$ cat config.mk
export PLATFORM = sky130hd
export DESIGN_NAME = key_conditioner
export DESIGN_NICKNAME = d
export VERILOG_FILES = /design/src/rtl/key_conditioner.sv
export SDC_FILE = /design/constraint.sdc
export NUM_CORES = 1
export LEC_CHECK = 0
export ABC_AREA = 1
export CAP_MARGIN = 40
export CORE_UTILIZATION = 45
export CTS_CLUSTER_DIAMETER = 200
export CTS_CLUSTER_SIZE = 24
export DETAILED_ROUTE_END_ITERATION = 6
export DONT_BUFFER_PORTS = 1
export REMOVE_ABC_BUFFERS = 1
export SYNTH_ARGS = -nofsm -noshare
export SYNTH_HDL_FRONTEND = slang
export SYNTH_SLANG_ARGS = --single-unit
$ cat constraint.sdc
create_clock -name clk -period 1.9 [get_ports clk]
set_input_delay 0.38 -clock clk [delete_from_list [all_inputs] [get_ports clk]]
set_output_delay 0.38 -clock clk [all_outputs]
set_load 0.005 [all_outputs]
$ cat src/rtl/key_conditioner.sv
// Push-button conditioner: per-key 2-flop sync, debounce filter, clean level and
// single-cycle press / release / long-press events. Keys are independent channels.
module key_chan #(
  parameter int DEBOUNCE_CYCLES = 500000,
  parameter int LONG_CYCLES     = 50000000
) (
  input  logic clk,
  input  logic reset,
  input  logic raw_n,
  output logic clean_n,
  output logic press,
  output logic rel,
  output logic lng,
  output logic held
);
  localparam int DW = $clog2(DEBOUNCE_CYCLES);
  localparam int HW = $clog2(LONG_CYCLES);
  localparam logic [DW-1:0] DMAX = DW'(DEBOUNCE_CYCLES - 1);
  localparam logic [HW-1:0] HMAX = HW'(LONG_CYCLES - 1);

  localparam logic [1:0] S_REL = 2'd0;
  localparam logic [1:0] S_PRS = 2'd1;
  localparam logic [1:0] S_LNG = 2'd2;

  logic          s1, s2, st;
  logic [DW-1:0] dcnt;
  logic [HW-1:0] hcnt;
  logic [1:0]    state;
  logic          acc;

  // level change accepted this edge: differs from st for DEBOUNCE_CYCLES samples
  assign acc     = (s2 != st) && (dcnt == DMAX);
  assign clean_n = st;

  always_ff @(posedge clk) begin
    if (reset) begin
      s1    <= 1'b1;
      s2    <= 1'b1;
      st    <= 1'b1;
      dcnt  <= '0;
      hcnt  <= '0;
      state <= S_REL;
      press <= 1'b0;
      rel   <= 1'b0;
      lng   <= 1'b0;
      held  <= 1'b0;
    end else begin
      s1    <= raw_n;
      s2    <= s1;
      press <= 1'b0;
      rel   <= 1'b0;
      lng   <= 1'b0;

      if (s2 == st)        dcnt <= '0;
      else if (!acc)       dcnt <= dcnt + DW'(1);
      else begin
        st   <= s2;
        dcnt <= '0;
      end

      // release takes priority over a long-press firing on the same edge
      case (state)
        S_REL: if (acc) begin
          press <= 1'b1;
          hcnt  <= '0;
          state <= S_PRS;
        end
        S_PRS: if (acc) begin
          rel   <= 1'b1;
          state <= S_REL;
        end else if (hcnt == HMAX) begin
          lng   <= 1'b1;
          held  <= 1'b1;
          state <= S_LNG;
        end else begin
          hcnt  <= hcnt + HW'(1);
        end
        S_LNG: if (acc) begin
          rel   <= 1'b1;
          held  <= 1'b0;
          state <= S_REL;
        end
        default: state <= S_REL;
      endcase
    end
  end
endmodule

module key_conditioner #(
  parameter int NUM_KEYS        = 4,
  parameter int DEBOUNCE_CYCLES = 500000,
  parameter int LONG_CYCLES     = 50000000
) (
  input  logic                clk,
  input  logic                reset,
  input  logic [NUM_KEYS-1:0] key_raw_n,
  output logic [NUM_KEYS-1:0] key_clean_n,
  output logic [NUM_KEYS-1:0] press_pulse,
  output logic [NUM_KEYS-1:0] release_pulse,
  output logic [NUM_KEYS-1:0] long_pulse,
  output logic [NUM_KEYS-1:0] long_held
);
  for (genvar k = 0; k < NUM_KEYS; k++) begin : g_key
    key_chan #(
      .DEBOUNCE_CYCLES(DEBOUNCE_CYCLES),
      .LONG_CYCLES    (LONG_CYCLES)
    ) u_chan (
      .clk    (clk),
      .reset  (reset),
      .raw_n  (key_raw_n[k]),
      .clean_n(key_clean_n[k]),
      .press  (press_pulse[k]),
      .rel    (release_pulse[k]),
      .lng    (long_pulse[k]),
      .held   (long_held[k])
    );
  end
endmodule

Word level (Yosys, flattened, before mapping)
Cells that the tools add are included.
Word-level totals
  register bits after elaboration: 216
  latch bits: 0
  memory bits (writable): 0
  memory bits (read-only): 0
  input bits: 6
  output and inout bits: 20
  logic and storage cells: 224
  memories: 0
Operators by class
  $add $sub $neg: 8
  $mul: 0
  div/mod/pow operators: 0
  magnitude comparators: 0
  eq/ne operators: 48
  shift-type cells: 0
  mux-type cells: 60
  bitwise logic cells: 16
  reductions and logical operators: 52
Operators with widths (number)
  26-bit 2-to-1 mux: 12
  26-bit one-hot mux with 2 select lines: 4
  26-bit by 1-bit adder with 26-bit output (second input constant): 4
  26-bit == test (second input constant): 4
  19-bit by 1-bit adder with 19-bit output (second input constant): 4
  19-bit == test (second input constant): 4
  2-bit 2-to-1 mux: 16
  4-bit AND reduction: 8
  2-bit by 1-bit != test with 1-bit output (second input constant): 12
  2-bit one-hot mux with 3 select lines: 4
  2-bit OR reduction: 12
  3-bit OR reduction: 8
  1-bit 2-to-1 mux: 20
  2-bit != test (second input constant): 8
  1-bit inverter: 16
  2-bit nonzero test: 8
  3-bit by 1-bit != test with 1-bit output (second input constant): 4
  3-bit AND reduction: 4
  2-bit by 1-bit == test with 1-bit output (second input constant): 4
  2-bit == test (second input constant): 4
  2-bit logical NOT: 4
  1-bit one-hot mux with 2 select lines: 4
  2-bit AND reduction: 4
  1-bit == test: 4
  other kinds (2): 8

Depth between registers and ports, before layout
  depth after elaboration: 4
  mapped depth: 13
  depth with buffers taken out: 12

Cells and area by module
Synthesis repeated with hierarchy kept, for this count alone.
Unflattened totals
  cells, all modules: 2051
  area total of the unflattened synthesis: 13191.4 um2
By module, submodules not included
  key_chan (g_key[0].u_chan ...): times used 2, cells an instance 519, area each 3368.2 um2, seq. area each 1081.0 um2
  key_chan (g_key[1].u_chan): times used 1, cells an instance 520, area each 3264.4 um2, seq. area each 1081.0 um2
  key_chan (g_key[3].u_chan): times used 1, cells an instance 493, area each 3190.6 um2, seq. area each 1081.0 um2

Worst setup path after synthesis
OpenSTA, ideal clock, no wires.
  kind: register to register
  start point: reg g_key[1].u_chan.dcnt[0]
  end point: reg g_key[1].u_chan.hcnt[24]
  setup time: 116 ps
  arrival: 1632 ps
  data required time: 1784 ps
  path slack: 153 ps
  stages on the path, launching flop included: 10
  path buffers: 1
  path through: dfxtp_1 ha_1 nand3_1 nor3_4 nand3_2 a21oi_1 nand2_2 buf_4 nor2_1 nor2_1
Between the ends
  word-level cells in the longest chain between the ends: 4
RTL lines
  from (decl): RTL line 26  | logic [DW-1:0] dcnt;
  from (signal assigned): RTL line 55  | else if (!acc) dcnt <= dcnt + DW'(1);
  19-bit == test *: RTL line 32  | assign acc = (s2 != st) && (dcnt == DMAX);
  1-bit logical AND *: RTL line 32
  2-bit != test (no source line) / 2-bit by 1-bit != test with 1-bit output (equally long branches)
  4-bit AND reduction (no source line) *
  to (signal assigned): RTL line 76  | hcnt <= hcnt + HW'(1);
  to (decl): RTL line 27  | logic [HW-1:0] hcnt;
Every way passes the cells marked *; elsewhere a longest branch is shown, timed or not.
A chain may end at the register's enable or synchronous reset.

Worst setup path in the final report
  start point: reg g_key[3].u_chan.dcnt[1]
  end point: reg g_key[3].u_chan.hcnt[5]
Between the ends
  word-level cells in the longest chain between the ends: 4
RTL lines (RTL line)
  from (decl): 26
  from (signal assigned): 55
  19-bit == test *: 32
  1-bit logical AND *: 32
  2-bit != test (no source line) / 2-bit by 1-bit != test with 1-bit output (equally long branches)
  4-bit AND reduction (no source line) *
  to (signal assigned): 76
  to (decl): 27
Marks and branches as above.

==> flow_summary.yaml <==
outcome:
  outcome: "finished clean"
worst_hold_path:
  hp-class: "primary input to register"
  min-delay-start: "reset"
  whs_path_depth: 3
finish:
  seq_area_mm2: 0.00436
  syn_to_final_growth_pct: 13.7
  diodes: 0
  fin_nets: 2043
  layout-drive-gt1-share_pct: 12.7
  multi_input_area_mm2: 0.00739
  n_fill_cell: 2783
timing:
  final.period_utilization_pct: 98.6
  slew_headroom_pct: 61.5
  finalSetupViolations: 0
  fmax_mhz: 534
  min_period_ns: 1.87
  tightestPinTransition_ns: 0.575
  fin_setup_tns_ns: 0
  finalMaxSlewViolations: 0
  hold_viol_final: 0
  rsz0062_at_grt: "true"
  fin_skew_ns: 0.0212
synthesis:
  synth-seq-cells: 216
  yosysUniqueCellTypes: 39
  synth_edf_count: 0
  synthesis.area_mm2: 0.0126
  async_flop_share_pct: 0
  synth.yosys.seq_area_share_pct: 34.4
  synth_warnings: 0
  synthCells: 1971
  postSynthAreaPerCell_um2: 6.37
  synthFlopType: "dfxtp_1"
cts:
  clk_pin_slew_ns: 0.10
  cts.sinks: 216
  clkLatencyLatePin_ns: 0.50
  cts_htree_levels: 1
  cts_max_path_buffers: 3
  numCtsBuffers: 12
  tritoncts: "built"
  cts_root_buf: "clkbuf_16"
floorplanning:
  rows: 60
  die_w_um: 169
  core_mm2: 0.0272
  io_pins: 26
  die_y_um: 169
  die_area_mm2: 0.0286
  start_util_pct: 46.2
placement:
  gp_congestion: 0.884
  io_buffers: 0
  dp_hpwl_um: 20800
global_route:
  grt_use_total_pct: 21.2
  overflow: 0
  grt_max_degree: 67
  grt_pass1_vias: 10900
  grt_pass1_wl_um: 51200
  antenna_found_initial: 0
detailed_routing:
  drt-initial-drc-count: 734
  routed_wirelength_um: 30600
  avgViaCountPerCell: 5.02
  drt_pass1_iterations: 5
  drcViolationCount: 0
  vias: 12000
  wl_per_cell_um: 12.8
  ant_nets: 0
critical_path:
  start_kind: "register"
  r2r_start: "g_key[3].u_chan.dcnt[1]"
  worstPathRequired_ns: 2.31
  crit_arrival_ns: 2.29
  startpoint: "g_key[3].u_chan.dcnt[1]"
  rr_worst_depth: 12
  path_class: "register to register"
  crit_fanout: 8
  cp-end-kind: "register"
pwr:
  ir_worst_vdd_mv: 0.703
  power_density_mw_per_mm2: 776
  leakagePower_uw: 0.00509
  power_uw: 11100
flow_run:
  max_cap_viol_count: 0
-- cell type report --
type / count / area share [%]
multi-input cells: 1496 / 51.7
flip-flops and latches: 216 / 30.5
repair buffers: 104 / 7.32
inverters: 187 / 4.92
well taps: 372 / 3.26
clock buffers: 13 / 2.28
-- path summary, 6_finish.rpt --
kind | to | slack, ns
worst max-delay path | g_key[3].u_chan.hcnt[5] | 0.03
worst min-delay path | g_key[0].u_chan.state[1] | 0.04
worst max register to register | g_key[3].u_chan.hcnt[5] | 0.03
worst min register to register | g_key[1].u_chan.s2 | 0.42
-- state kept, by name (all words and copies together) (netlist names) --
register / flops
g_key.u_chan.clean_n: 4
g_key.u_chan.dcnt: 76
g_key.u_chan.hcnt: 104
g_key.u_chan.held: 4
g_key.u_chan.lng: 4
g_key.u_chan.press: 4
g_key.u_chan.rel: 4
g_key.u_chan.s1: 4
g_key.u_chan.s2: 4
g_key.u_chan.state: 8
-- Yosys cell counts, types with 4 or more instances --
library cell / n / area share, %
dfxtp_1: 216 / 34
nand2_2: 10 / 0.50
nand3_1: 126 / 5.0
nand2_1: 487 / 15
clkbuf_1: 32 / 0.96
nand4_1: 36 / 1.8
a21oi_1: 107 / 4.3
xnor2_1: 22 / 1.5
ha_1: 20 / 2.0
inv_1: 183 / 5.5
nor3b_1: 15 / 0.90
nor2_1: 425 / 13
a21oi_2: 7 / 0.49
o21ai_0: 69 / 2.7
xor2_1: 51 / 3.6
nand3b_1: 4 / 0.24
buf_4: 27 / 1.6
buf_2: 4 / 0.16
o21bai_1: 6 / 0.36
or2_2: 15 / 0.75
inv_2: 4 / 0.12
nor2_2: 9 / 0.45
nor3_1: 58 / 2.3
nor2_4: 5 / 0.45
buf_6: 10 / 0.90
-- layout by cell type (no fill, tap or decap), types with 11 or more instances in the layout --
| cell type | Yosys | layout |
|---|---|---|
| nand2_1 | 487 | 468 |
| nor2_1 | 425 | 413 |
| dfxtp_1 | 216 | 195 |
| inv_1 | 183 | 179 |
| nand3_1 | 126 | 119 |
| a21oi_1 | 107 | 102 |
| buf_4 | 27 | 79 |
| o21ai_0 | 69 | 57 |
| nor3_1 | 58 | 56 |
| xor2_1 | 51 | 51 |
| nand4_1 | 36 | 36 |
| nand2_2 | 10 | 23 |
| xnor2_1 | 22 | 22 |
| clkbuf_16 | 0 | 19 |
| dfxtp_2 | 0 | 19 |
| nor2_2 | 9 | 16 |
| or2_2 | 15 | 15 |
| nor3b_1 | 15 | 15 |
| ha_1 | 20 | 12 |
| nor2_4 | 5 | 11 |
| a21oi_2 | 7 | 11 |
-- per-stage QoR --
step / hold slack (ns) / area, um^2 / setup WS, ns / cells / util, %
detailed placement: 0.397 / 13200 / -0.0328 / 2344 / 48.7
CTS: 0.0208 / 13700 / -0.00306 / 2364 / 50.3
finish: 0.0363 / 14300 / 0.0271 / 2388 / 52.6
global route: 0.0298 / 14300 / -0.0749 / 2388 / 52.6
global placement: 0.391 / 13200 / 0.00713 / 2344 / 48.7
floorplan: 0.389 / 12100 / -0.482 / 1898 / -
-- cells by family (layout without fill, tap and decap cells) --
| family | Yosys count | count (layout) | share of synthesized area, % |
|---|---|---|---|
| fa+ha+maj | 20 | 20 | 1.99 |
| simple gates | 1208 | 1209 | 41.1 |
| compound gates | 193 | 193 | 8.09 |
| flops | 216 | 216 | 34.4 |
| xor+xnor | 74 | 74 | 5.22 |
| buf+inv | 260 | 304 | 9.21 |
-- critical path, cell delays in order (launching register included) --
cell and delay (ns):
dfxtp_2 0.36, ha_4 0.15, nand2_4 0.06, nor2_4 0.16
nand3_2 0.10, nor2_4 0.16, nand2_4 0.08, nand2_4 0.07
nand2_4 0.05, nor2_4 0.23, clkbuf_16 0.21, nand2_1 0.05
a21oi_1 0.11
-- metal layers --
layer / wire length, um / track usage, % / vias to the layer above
met5: 0 / 0 / -
met4: 479 / 4.74 / 0
met3: 951 / 2.17 / 28
met2: 13900 / 35.5 / 184
met1: 15300 / 29.4 / 5454
li1: - / - / 6317
-- where the power goes --
part | internal [uW] | switching [uW]
combinational | 1400 | 1850
sequential | 4800 | 273
clock | 1230 | 1530
total | 7420 | 3650
-- timing repair --
item / CTS / global route
hold buffers: 6 / 0
endpoints found under the setup margin: 18 / 139
cloned: 1 / 7
buffers inserted: 0 / 17
pin swaps: 2 / 53
endpoints found under the hold margin: 69 / 0
resized for setup: 7 / 110
(Power assumes the default switching activity.)
